File: src/rtl/axi_lite_cmd_master_pkg.sv
// rtl/axi_lite_cmd_master_pkg.sv - FSM states, AXI response codes and command record for axi_lite_cmd_master
package axi_lite_cmd_master_pkg;

    typedef enum logic [2:0] {
        ST_IDLE    = 3'd0,
        ST_WR_REQ  = 3'd1,
        ST_WR_RESP = 3'd2,
        ST_RD_REQ  = 3'd3,
        ST_RD_RESP = 3'd4
    } state_e;

    localparam logic [1:0] AXI_RESP_OKAY   = 2'b00;
    localparam logic [1:0] AXI_RESP_EXOKAY = 2'b01;
    localparam logic [1:0] AXI_RESP_SLVERR = 2'b10;
    localparam logic [1:0] AXI_RESP_DECERR = 2'b11;

    // Sized for the widest supported bus; narrower instances zero-extend on push.
    typedef struct packed {
        logic        wr;
        logic [63:0] addr;
        logic [63:0] data;
        logic [7:0]  strb;
    } cmd_t;

endpackage

File: src/rtl/lcl_cmd_fifo.sv
// rtl/lcl_cmd_fifo.sv - synchronous command FIFO with registered occupancy count
module lcl_cmd_fifo #(
    parameter int WIDTH = 8,
    parameter int DEPTH = 4
) (
    input  logic             clk,
    input  logic             rst,
    input  logic             push,
    input  logic [WIDTH-1:0] push_data,
    input  logic             pop,
    output logic [WIDTH-1:0] pop_data,
    output logic             full,
    output logic             empty
);

    localparam int PTR_W = $clog2(DEPTH);

    logic [WIDTH-1:0] mem [DEPTH];
    logic [PTR_W-1:0] wr_ptr;
    logic [PTR_W-1:0] rd_ptr;
    logic [PTR_W:0]   count;
    logic             push_ok;
    logic             pop_ok;

    assign full     = (count == (PTR_W+1)'(DEPTH));
    assign empty    = (count == '0);
    assign push_ok  = push && !full;
    assign pop_ok   = pop && !empty;
    assign pop_data = mem[rd_ptr];

    always_ff @(posedge clk or posedge rst) begin
        if (rst) begin
            wr_ptr <= '0;
            rd_ptr <= '0;
            count  <= '0;
        end else begin
            if (push_ok) wr_ptr <= wr_ptr + 1'b1;
            if (pop_ok)  rd_ptr <= rd_ptr + 1'b1;
            if (push_ok && !pop_ok)      count <= count + 1'b1;
            else if (pop_ok && !push_ok) count <= count - 1'b1;
        end
    end

    always_ff @(posedge clk) begin
        if (push_ok) mem[wr_ptr] <= push_data;
    end

endmodule

File: src/rtl/axi_lite_cmd_master.sv
// rtl/axi_lite_cmd_master.sv - queued in-order AXI4-Lite master; LCL_AXI_TIMEOUT_EN adds response timeout
module axi_lite_cmd_master
    import axi_lite_cmd_master_pkg::*;
#(
    parameter int ADDR_W         = 32,
    parameter int DATA_W         = 32,
    parameter int CMD_DEPTH      = 4,
    parameter int TIMEOUT_CYCLES = 1024
) (
    input  logic                clk,
    input  logic                rst,
    input  logic                lcl_req_valid,
    output logic                lcl_req_ready,
    input  logic                lcl_req_wr,
    input  logic [ADDR_W-1:0]   lcl_req_addr,
    input  logic [DATA_W-1:0]   lcl_req_data,
    input  logic [DATA_W/8-1:0] lcl_req_strb,
    output logic                lcl_rsp_valid,
    output logic                lcl_rsp_wr,
    output logic [1:0]          lcl_rsp_resp,
    output logic                lcl_rsp_timeout,
    output logic [DATA_W-1:0]   lcl_rsp_data,
    output logic                lcl_idle,
    output logic [ADDR_W-1:0]   m_axi_awaddr,
    output logic [2:0]          m_axi_awprot,
    output logic                m_axi_awvalid,
    input  logic                m_axi_awready,
    output logic [DATA_W-1:0]   m_axi_wdata,
    output logic [DATA_W/8-1:0] m_axi_wstrb,
    output logic                m_axi_wvalid,
    input  logic                m_axi_wready,
    input  logic [1:0]          m_axi_bresp,
    input  logic                m_axi_bvalid,
    output logic                m_axi_bready,
    output logic [ADDR_W-1:0]   m_axi_araddr,
    output logic [2:0]          m_axi_arprot,
    output logic                m_axi_arvalid,
    input  logic                m_axi_arready,
    input  logic [DATA_W-1:0]   m_axi_rdata,
    input  logic [1:0]          m_axi_rresp,
    input  logic                m_axi_rvalid,
    output logic                m_axi_rready
);

    if ((DATA_W != 32 && DATA_W != 64) || ADDR_W > 64 || CMD_DEPTH < 2 ||
        (CMD_DEPTH & (CMD_DEPTH - 1)) != 0 || TIMEOUT_CYCLES < 1) begin : g_bad_params
        $error("axi_lite_cmd_master: unsupported parameter set");
    end

    state_e state;
    cmd_t   push_cmd;
    cmd_t   head;
    logic   fifo_full;
    logic   fifo_empty;
    logic   push;
    logic   pop;
    logic   head_blocked;
    logic   stale_b;
    logic   stale_r;
    logic   unused_head;

    assign push_cmd.wr   = lcl_req_wr;
    assign push_cmd.addr = 64'(lcl_req_addr);
    assign push_cmd.data = 64'(lcl_req_data);
    assign push_cmd.strb = 8'(lcl_req_strb);

    assign lcl_req_ready = !fifo_full && !rst;
    assign push          = lcl_req_valid && lcl_req_ready;
    // A command waits while a late response of its own kind is still owed by the slave.
    assign head_blocked  = head.wr ? stale_b : stale_r;
    assign pop           = (state == ST_IDLE) && !fifo_empty && !head_blocked;
    assign lcl_idle      = fifo_empty && (state == ST_IDLE) && !stale_b && !stale_r;
    assign m_axi_awprot  = 3'b000;
    assign m_axi_arprot  = 3'b000;
    assign unused_head   = ^head;

    lcl_cmd_fifo #(
        .WIDTH ($bits(cmd_t)),
        .DEPTH (CMD_DEPTH)
    ) u_fifo (
        .clk       (clk),
        .rst       (rst),
        .push      (push),
        .push_data (push_cmd),
        .pop       (pop),
        .pop_data  (head),
        .full      (fifo_full),
        .empty     (fifo_empty)
    );

`ifdef LCL_AXI_TIMEOUT_EN
    localparam int TMO_W = $clog2(TIMEOUT_CYCLES + 1);
    localparam logic [TMO_W-1:0] TMO_LAST = TMO_W'(TIMEOUT_CYCLES - 1);
    logic [TMO_W-1:0] tmo_cnt;
`else
    assign lcl_rsp_timeout = 1'b0;
    assign stale_b         = 1'b0;
    assign stale_r         = 1'b0;
`endif

    always_ff @(posedge clk or posedge rst) begin
        if (rst) begin
            state         <= ST_IDLE;
            m_axi_awaddr  <= '0;
            m_axi_wdata   <= '0;
            m_axi_wstrb   <= '0;
            m_axi_araddr  <= '0;
            m_axi_awvalid <= 1'b0;
            m_axi_wvalid  <= 1'b0;
            m_axi_bready  <= 1'b0;
            m_axi_arvalid <= 1'b0;
            m_axi_rready  <= 1'b0;
            lcl_rsp_valid <= 1'b0;
            lcl_rsp_wr    <= 1'b0;
            lcl_rsp_resp  <= AXI_RESP_OKAY;
            lcl_rsp_data  <= '0;
`ifdef LCL_AXI_TIMEOUT_EN
            lcl_rsp_timeout <= 1'b0;
            tmo_cnt         <= '0;
            stale_b         <= 1'b0;
            stale_r         <= 1'b0;
`endif
        end else begin
            lcl_rsp_valid <= 1'b0;
`ifdef LCL_AXI_TIMEOUT_EN
            // Late responses to timed-out commands are accepted and dropped.
            if (stale_b) begin
                m_axi_bready <= !(m_axi_bvalid && m_axi_bready);
                if (m_axi_bvalid && m_axi_bready) stale_b <= 1'b0;
            end
            if (stale_r) begin
                m_axi_rready <= !(m_axi_rvalid && m_axi_rready);
                if (m_axi_rvalid && m_axi_rready) stale_r <= 1'b0;
            end
`endif
            case (state)
                ST_IDLE: begin
                    if (pop) begin
                        if (head.wr) begin
                            m_axi_awaddr  <= head.addr[ADDR_W-1:0];
                            m_axi_wdata   <= head.data[DATA_W-1:0];
                            m_axi_wstrb   <= head.strb[DATA_W/8-1:0];
                            m_axi_awvalid <= 1'b1;
                            m_axi_wvalid  <= 1'b1;
                            state         <= ST_WR_REQ;
                        end else begin
                            m_axi_araddr  <= head.addr[ADDR_W-1:0];
                            m_axi_arvalid <= 1'b1;
                            state         <= ST_RD_REQ;
                        end
                    end
                end
                ST_WR_REQ: begin
                    if (m_axi_awready) m_axi_awvalid <= 1'b0;
                    if (m_axi_wready)  m_axi_wvalid  <= 1'b0;
                    if ((!m_axi_awvalid || m_axi_awready) && (!m_axi_wvalid || m_axi_wready)) begin
                        m_axi_bready <= 1'b1;
                        state        <= ST_WR_RESP;
`ifdef LCL_AXI_TIMEOUT_EN
                        tmo_cnt      <= '0;
`endif
                    end
                end
                ST_WR_RESP: begin
                    if (m_axi_bvalid && m_axi_bready) begin
                        m_axi_bready  <= 1'b0;
                        lcl_rsp_valid <= 1'b1;
                        lcl_rsp_wr    <= 1'b1;
                        lcl_rsp_resp  <= m_axi_bresp;
                        lcl_rsp_data  <= '0;
`ifdef LCL_AXI_TIMEOUT_EN
                        lcl_rsp_timeout <= 1'b0;
`endif
                        state         <= ST_IDLE;
                    end
`ifdef LCL_AXI_TIMEOUT_EN
                    else if (tmo_cnt == TMO_LAST) begin
                        m_axi_bready    <= 1'b0;
                        lcl_rsp_valid   <= 1'b1;
                        lcl_rsp_wr      <= 1'b1;
                        lcl_rsp_resp    <= AXI_RESP_SLVERR;
                        lcl_rsp_data    <= '0;
                        lcl_rsp_timeout <= 1'b1;
                        stale_b         <= 1'b1;
                        state           <= ST_IDLE;
                    end else begin
                        tmo_cnt <= tmo_cnt + 1'b1;
                    end
`endif
                end
                ST_RD_REQ: begin
                    if (m_axi_arready) begin
                        m_axi_arvalid <= 1'b0;
                        m_axi_rready  <= 1'b1;
                        state         <= ST_RD_RESP;
`ifdef LCL_AXI_TIMEOUT_EN
                        tmo_cnt       <= '0;
`endif
                    end
                end
                ST_RD_RESP: begin
                    if (m_axi_rvalid && m_axi_rready) begin
                        m_axi_rready  <= 1'b0;
                        lcl_rsp_valid <= 1'b1;
                        lcl_rsp_wr    <= 1'b0;
                        lcl_rsp_resp  <= m_axi_rresp;
                        lcl_rsp_data  <= m_axi_rdata;
`ifdef LCL_AXI_TIMEOUT_EN
                        lcl_rsp_timeout <= 1'b0;
`endif
                        state         <= ST_IDLE;
                    end
`ifdef LCL_AXI_TIMEOUT_EN
                    else if (tmo_cnt == TMO_LAST) begin
                        m_axi_rready    <= 1'b0;
                        lcl_rsp_valid   <= 1'b1;
                        lcl_rsp_wr      <= 1'b0;
                        lcl_rsp_resp    <= AXI_RESP_SLVERR;
                        lcl_rsp_data    <= '0;
                        lcl_rsp_timeout <= 1'b1;
                        stale_r         <= 1'b1;
                        state           <= ST_IDLE;
                    end else begin
                        tmo_cnt <= tmo_cnt + 1'b1;
                    end
`endif
                end
                default: state <= ST_IDLE;
            endcase
        end
    end

endmodule

File: config.mk
export PLATFORM = sky130hd
export DESIGN_NAME = axi_lite_cmd_master
export DESIGN_NICKNAME = d
export VERILOG_FILES = /design/src/rtl/axi_lite_cmd_master_pkg.sv /design/src/rtl/lcl_cmd_fifo.sv /design/src/rtl/axi_lite_cmd_master.sv
export SDC_FILE = /design/constraint.sdc
export NUM_CORES = 1
export LEC_CHECK = 0
export BUFFER_PORTS_ARGS = -buffer_cell sky130_fd_sc_hd__buf_2
export CAP_MARGIN = 20
export CORE_ASPECT_RATIO = 0.9
export CORE_MARGIN = 2
export CORE_UTILIZATION = 60
export CTS_CLUSTER_SIZE = 40
export DETAILED_ROUTE_END_ITERATION = 8
export PLACE_DENSITY = 0.81
export SLEW_MARGIN = 30
export SYNTH_ARGS = -nofsm -noshare
export SYNTH_HDL_FRONTEND = slang
export SYNTH_HIERARCHICAL = 1
export SYNTH_SLANG_ARGS = --single-unit
File: constraint.sdc
create_clock -name clk -period 5.1 [get_ports clk]
set_clock_uncertainty 0.1 [all_clocks]
set_input_delay 0.765 -clock clk [delete_from_list [all_inputs] [get_ports clk]]
set_output_delay 0.765 -clock clk [all_outputs]
set_load 0.01 [all_outputs]
== Yosys cells after proc, flatten, opt, wreduce, memory -nomap -nowiden ==
Memory sizes are Yosys's and may differ from the RTL's.
Cells that the tools add are included.

* Flip-flop bits (word level): 151
* Memory bits (writable): 276
* Bits of input ports: 113
* Output and inout port bits: 150
* Logic and storage cells: 112
* Memories kept: 1

{| class="wikitable"
|+ Memory list
! name !! depth !! bits a word !! rd ports !! clocked after memory_dff !! write ports !! RTL line !! RTL
|-
| u_fifo.mem || 4 || 69 || 1 || 0 || 1 || lcl_cmd_fifo.sv:18 || <nowiki>logic [WIDTH-1:0] mem [DEPTH];</nowiki>
|}

* Add/sub/neg operators: 4
* Equality and inequality tests: 14
* Muxes and demuxes: 38
* Bitwise operators: 1
* Reduce and logical (&&, ||, !) cells: 37

{| class="wikitable"
|+ Operator list
! operator !! count
|-
| 2-to-1 mux 32 bit || 2
|-
| one-hot mux 32 bit (2 select lines) || 1
|-
| 2-to-1 mux 3 bit || 7
|-
| 2-to-1 mux 1 bit || 16
|-
| inequality test 2 bit (second input constant) || 8
|-
| one-hot mux 3 bit (5 select lines) || 1
|-
| AND reduction 3 bit || 5
|-
| one-hot mux 1 bit (2 select lines) || 7
|-
| AND reduction 4 bit || 3
|-
| nonzero test 2 bit || 6
|-
| logical AND 1 bit || 11
|-
| zero test 1 bit || 7
|-
| equality test 3 x 2 -> 1 bit (second input constant) || 2
|-
| equality test 3 bit (second input constant) || 2
|-
| zero test 3 bit || 2
|-
| 2-to-1 mux 2 bit || 3
|-
| AND reduction 5 bit || 1
|-
| adder 2 x 1 -> 2 bit (second input constant) || 2
|-
| one-hot mux 2 bit (2 select lines) || 1
|-
| adder 3 x 1 -> 3 bit (second input constant) || 1
|-
| equality test 3 x 1 -> 1 bit (second input constant) || 1
|-
| subtractor 3 x 1 -> 3 bit (second input constant) || 1
|-
| logical OR 1 bit || 2
|-
| inequality test 2 x 1 -> 1 bit (second input constant) || 1
|-
| inverter 1 bit || 1
|}

== Depth between registers and ports, before layout ==
* Word-level depth: 9
* Gate-level depth with buffers: 11
* Mapped depth without buffers: 10

== By module ==
The synthesis kept the hierarchy.

{| class="wikitable"
|+ Modules (own cells, without submodules)
! module !! times used !! cells an instance !! area each (µm²) !! sequential area each (µm²)
|-
| lcl_cmd_fifo || 1 || 752 || 20194.4 || 16631.0
|-
| axi_lite_cmd_master || 1 || 360 || 5634.2 || 3603.5
|}

== Worst setup path after synthesis ==
OpenSTA, ideal clock, no wires.

* Path type: input -> register
* Start point: input port rst
* End point: memory u_fifo/mem[0][0] (netlist name), enable pin
* Library setup time: 513 ps
* Arrival: 4539 ps
* Data required time: 4487 ps
* Setup slack: -52 ps
* Stages on the path: 5
* Path buffers: 1
* Cells stage by stage: nor2_1 and2_1 nor2b_1 buf_2 and2_1

* Longest elaborated chain between the ends: 6

{| class="wikitable"
|+ RTL lines
! element !! RTL line !! RTL
|-
| start, declared || axi_lite_cmd_master.sv:11 || <nowiki>input logic rst,</nowiki>
|-
| zero test 1 bit (no source line) || -- ||
|-
| logical AND 1 bit || axi_lite_cmd_master.sv:67 || <nowiki>assign lcl_req_ready = !fifo_full && !rst;</nowiki>
|-
| logical AND 1 bit || axi_lite_cmd_master.sv:68 || <nowiki>assign push = lcl_req_valid && lcl_req_ready;</nowiki>
|-
| named net push || axi_lite_cmd_master.sv:55 || <nowiki>logic push;</nowiki>
|-
| logical AND 1 bit || lcl_cmd_fifo.sv:27 || <nowiki>assign push_ok = push && !full;</nowiki>
|-
| named net u_fifo.push_ok || lcl_cmd_fifo.sv:22 || <nowiki>logic push_ok;</nowiki>
|-
| 2-to-1 mux 1 bit || lcl_cmd_fifo.sv:45 || <nowiki>if (push_ok) mem[wr_ptr] <= push_data;</nowiki>
|-
| 2-to-1 mux 1 bit (implied by the code) || lcl_cmd_fifo.sv:45 ||
|-
| end, declared || lcl_cmd_fifo.sv:18 ||
|}

The timed path passes the listed nets, and every way through them passes these cells.

==> results.sh <==
export IMPL_drt_wl_total_mm=30.4
export IMPL_synth_avg_cell_area_um2=21.0
export IMPL_track_usage=0.217
export IMPL_finalWeightedCongestion=0.758
export IMPL_max_cap_viol_count=0
export IMPL_min_period_ns=3.19
export IMPL_start_kind="flop"
export IMPL_status="finished, final reports clean"
export IMPL_yosys_warnings=6
export IMPL_rsz0062_at_grt="false"
export IMPL_antenna_found_initial=5
export IMPL_drt_pass1_iterations=4
export IMPL_powerDensity_nw_per_um2=393
export IMPL_fin_util=0.724
export IMPL_cp_arrival_ns=3.49
export IMPL_final_hold_viol_count=0
export IMPL_cp_top_family="multiplexers"
export IMPL_finalCritPeriodShare=0.626
export IMPL_drv_slew=0
export IMPL_cts_tree="built"
export IMPL_cp_max_fo=45
export IMPL_drcViolationCount=0
export IMPL_required_ns=5.40
export IMPL_port_buffers=255
export IMPL_die_area_um2=28100
export IMPL_worstMarginPinSlew_ns=0.817
export IMPL_netlist_area_um2=16100
export IMPL_max_stage_delay_ns=0.90
export IMPL_htreeDepth=2
export IMPL_grt_max_degree=106
export IMPL_setup_viol=0
export IMPL_peakVddDrop_v=0.000351
export IMPL_antenna_left=0
export IMPL_min_path_type="input pin to asynchronous set/reset pin"
export IMPL_cts_hold_buf=0
export IMPL_die_w_um=177
export IMPL_cts_buffers=41
export IMPL_via_count=7953
export IMPL_worstSetupPathType="flop to flop"
export IMPL_clk_pin_slew_ns=0.06
export IMPL_gr_total_overflow=0
export IMPL_critPathBufInv=1
export IMPL_layout_drive_gt1_share=0.490
export IMPL_final_nets=1148
export IMPL_clk_insertion_delay_late_ns=0.53
export IMPL_root_buffer="clkbuf_16"
export IMPL_post_cts_setup_buffers=0
export IMPL_critPathSlowestCell="dfrtp_4"
export IMPL_fin_setup_tns_ns=0
export IMPL_wl_per_cell_um=21.5
export IMPL_drtIter0Drc=593
export IMPL_std_cell_rows=56
export IMPL_ios=263
export IMPL_grt_pass1_vias=8296
export IMPL_dp_hpwl_mm=19.1
export IMPL_cts_resized=0
export IMPL_cts_path_max_buffers=3
export IMPL_clock_sinks=427
export IMPL_leakage_nw=7.99
export IMPL_vias_per_cell=5.63
export IMPL_syn2layout_area_growth_pct=17.9
export IMPL_crit_chain="mux4_2 > nand2_4 > buf_4 > mux2_2"
export IMPL_start_util=0.614
export IMPL_coreArea_um2=26200
export IMPL_die_y_um=159
export IMPL_slew_limit_headroom=0.455
export IMPL_syn_inst=767
export IMPL_end_kind="flop"
export IMPL_grt_pass1_wl_mm=46.8
export IMPL_max_freq_ghz=0.313
==> where the power goes <==
part / switching (mW) / total [mW] / internal [mW]
Sequential: 0.0684 / 4.04 / 3.97
Clock: 1.22 / 2.96 / 1.74
Combinational: 0.285 / 0.452 / 0.167
Total: 1.57 / 7.45 / 5.88
==> path summary, 6_finish.rpt <==
path	startpoint	to	slack (ns)	cells past startpoint
max	u_fifo/rd_ptr[0]	m_axi_awaddr[2]	1.91	4
min	rst	u_fifo/count[0]	0.14	2
max reg2reg	u_fifo/rd_ptr[0]	m_axi_awaddr[2]	1.91	4
min reg2reg	m_axi_araddr[25]	m_axi_araddr[25]	0.38	1
max in group asynchronous	rst	lcl_rsp_data[26]	3.69	3
min in group clk	m_axi_wready	m_axi_wvalid	0.35	2
==> sequential cells by signal, summed over array words and instances, names as in the netlist <==
register	cells
u_fifo/mem	276
lcl_rsp_data	32
m_axi_araddr	32
m_axi_awaddr	32
m_axi_wdata	32
m_axi_wstrb	4
state	3
u_fifo/count	3
lcl_rsp_resp	2
u_fifo/rd_ptr	2
u_fifo/wr_ptr	2
lcl_rsp_valid	1
lcl_rsp_wr	1
m_axi_arvalid	1
m_axi_awvalid	1
m_axi_bready	1
m_axi_rready	1
m_axi_wvalid	1
==> through the flow <==
stage          total power [mW]  hold WS (ns)  instances  area, um^2  setup WS [ns]
4_1_cts                    7.53         0.141       1410       19000           1.82
3_5_place_dp               4.57         0.380       1334       17600           1.85
5_1_grt                    7.73         0.152       1410       19000           1.70
2_1_floorplan              4.36         0.354        773       16100          0.369
3_3_place_gp               4.52         0.364       1330       17500           1.88
6_report                   7.45         0.142       1412       19000           1.91
==> cell type report <==
type,count,area [um^2]
repair buffers,267,1440
well taps,348,435
multi-input cells,281,3640
clock buffers,48,1090
flip-flops and latches,427,12100
diodes,2,5.00
inverters,11,48.8
clock inverters,28,239
fillers,1573,7230
==> layer usage <==
metal / part of all wire / vias to the layer above / track usage / routed length [um]
li1: - / 3530 / - / -
met1: 0.41 / 4105 / 0.290 / 12300
met2: 0.51 / 265 / 0.368 / 15400
met3: 0.070 / 47 / 0.0482 / 2130
met4: 0.015 / 6 / 0.0552 / 466
met5: 0.0016 / - / 0 / 48
==> layout by cell type, fill, tap and decap left out, types with 2 or more instances in the layout <==
cell,n
nor3_1,3
bufinv_16,4
clkbuf_16,43
mux2_4,20
clkinv_2,16
edfxtp_1,276
xor2_1,2
xnor2_1,4
buf_12,2
a21oi_1,5
nor3b_1,2
ha_1,5
o21ai_0,4
diode_2,2
mux4_2,69
nand2_1,7
clkbuf_1,5
nor2_1,7
conb_1,7
buf_2,255
mux2_2,84
inv_1,10
and2_4,4
nor2b_1,2
dfrtp_1,149
buf_4,7
mux2_1,4
clkinv_1,6
dfrtp_4,2
o21a_1,2
a22o_1,32
buf_16,2
==> worst reg2reg max path: stages (launching register included) <==
cell and delay (ns):
dfrtp_4 0.90, mux4_2 0.71, nand2_4 0.63, buf_4 0.38, mux2_2 0.37
No activity file was read; power rests on OpenSTA's default activity.
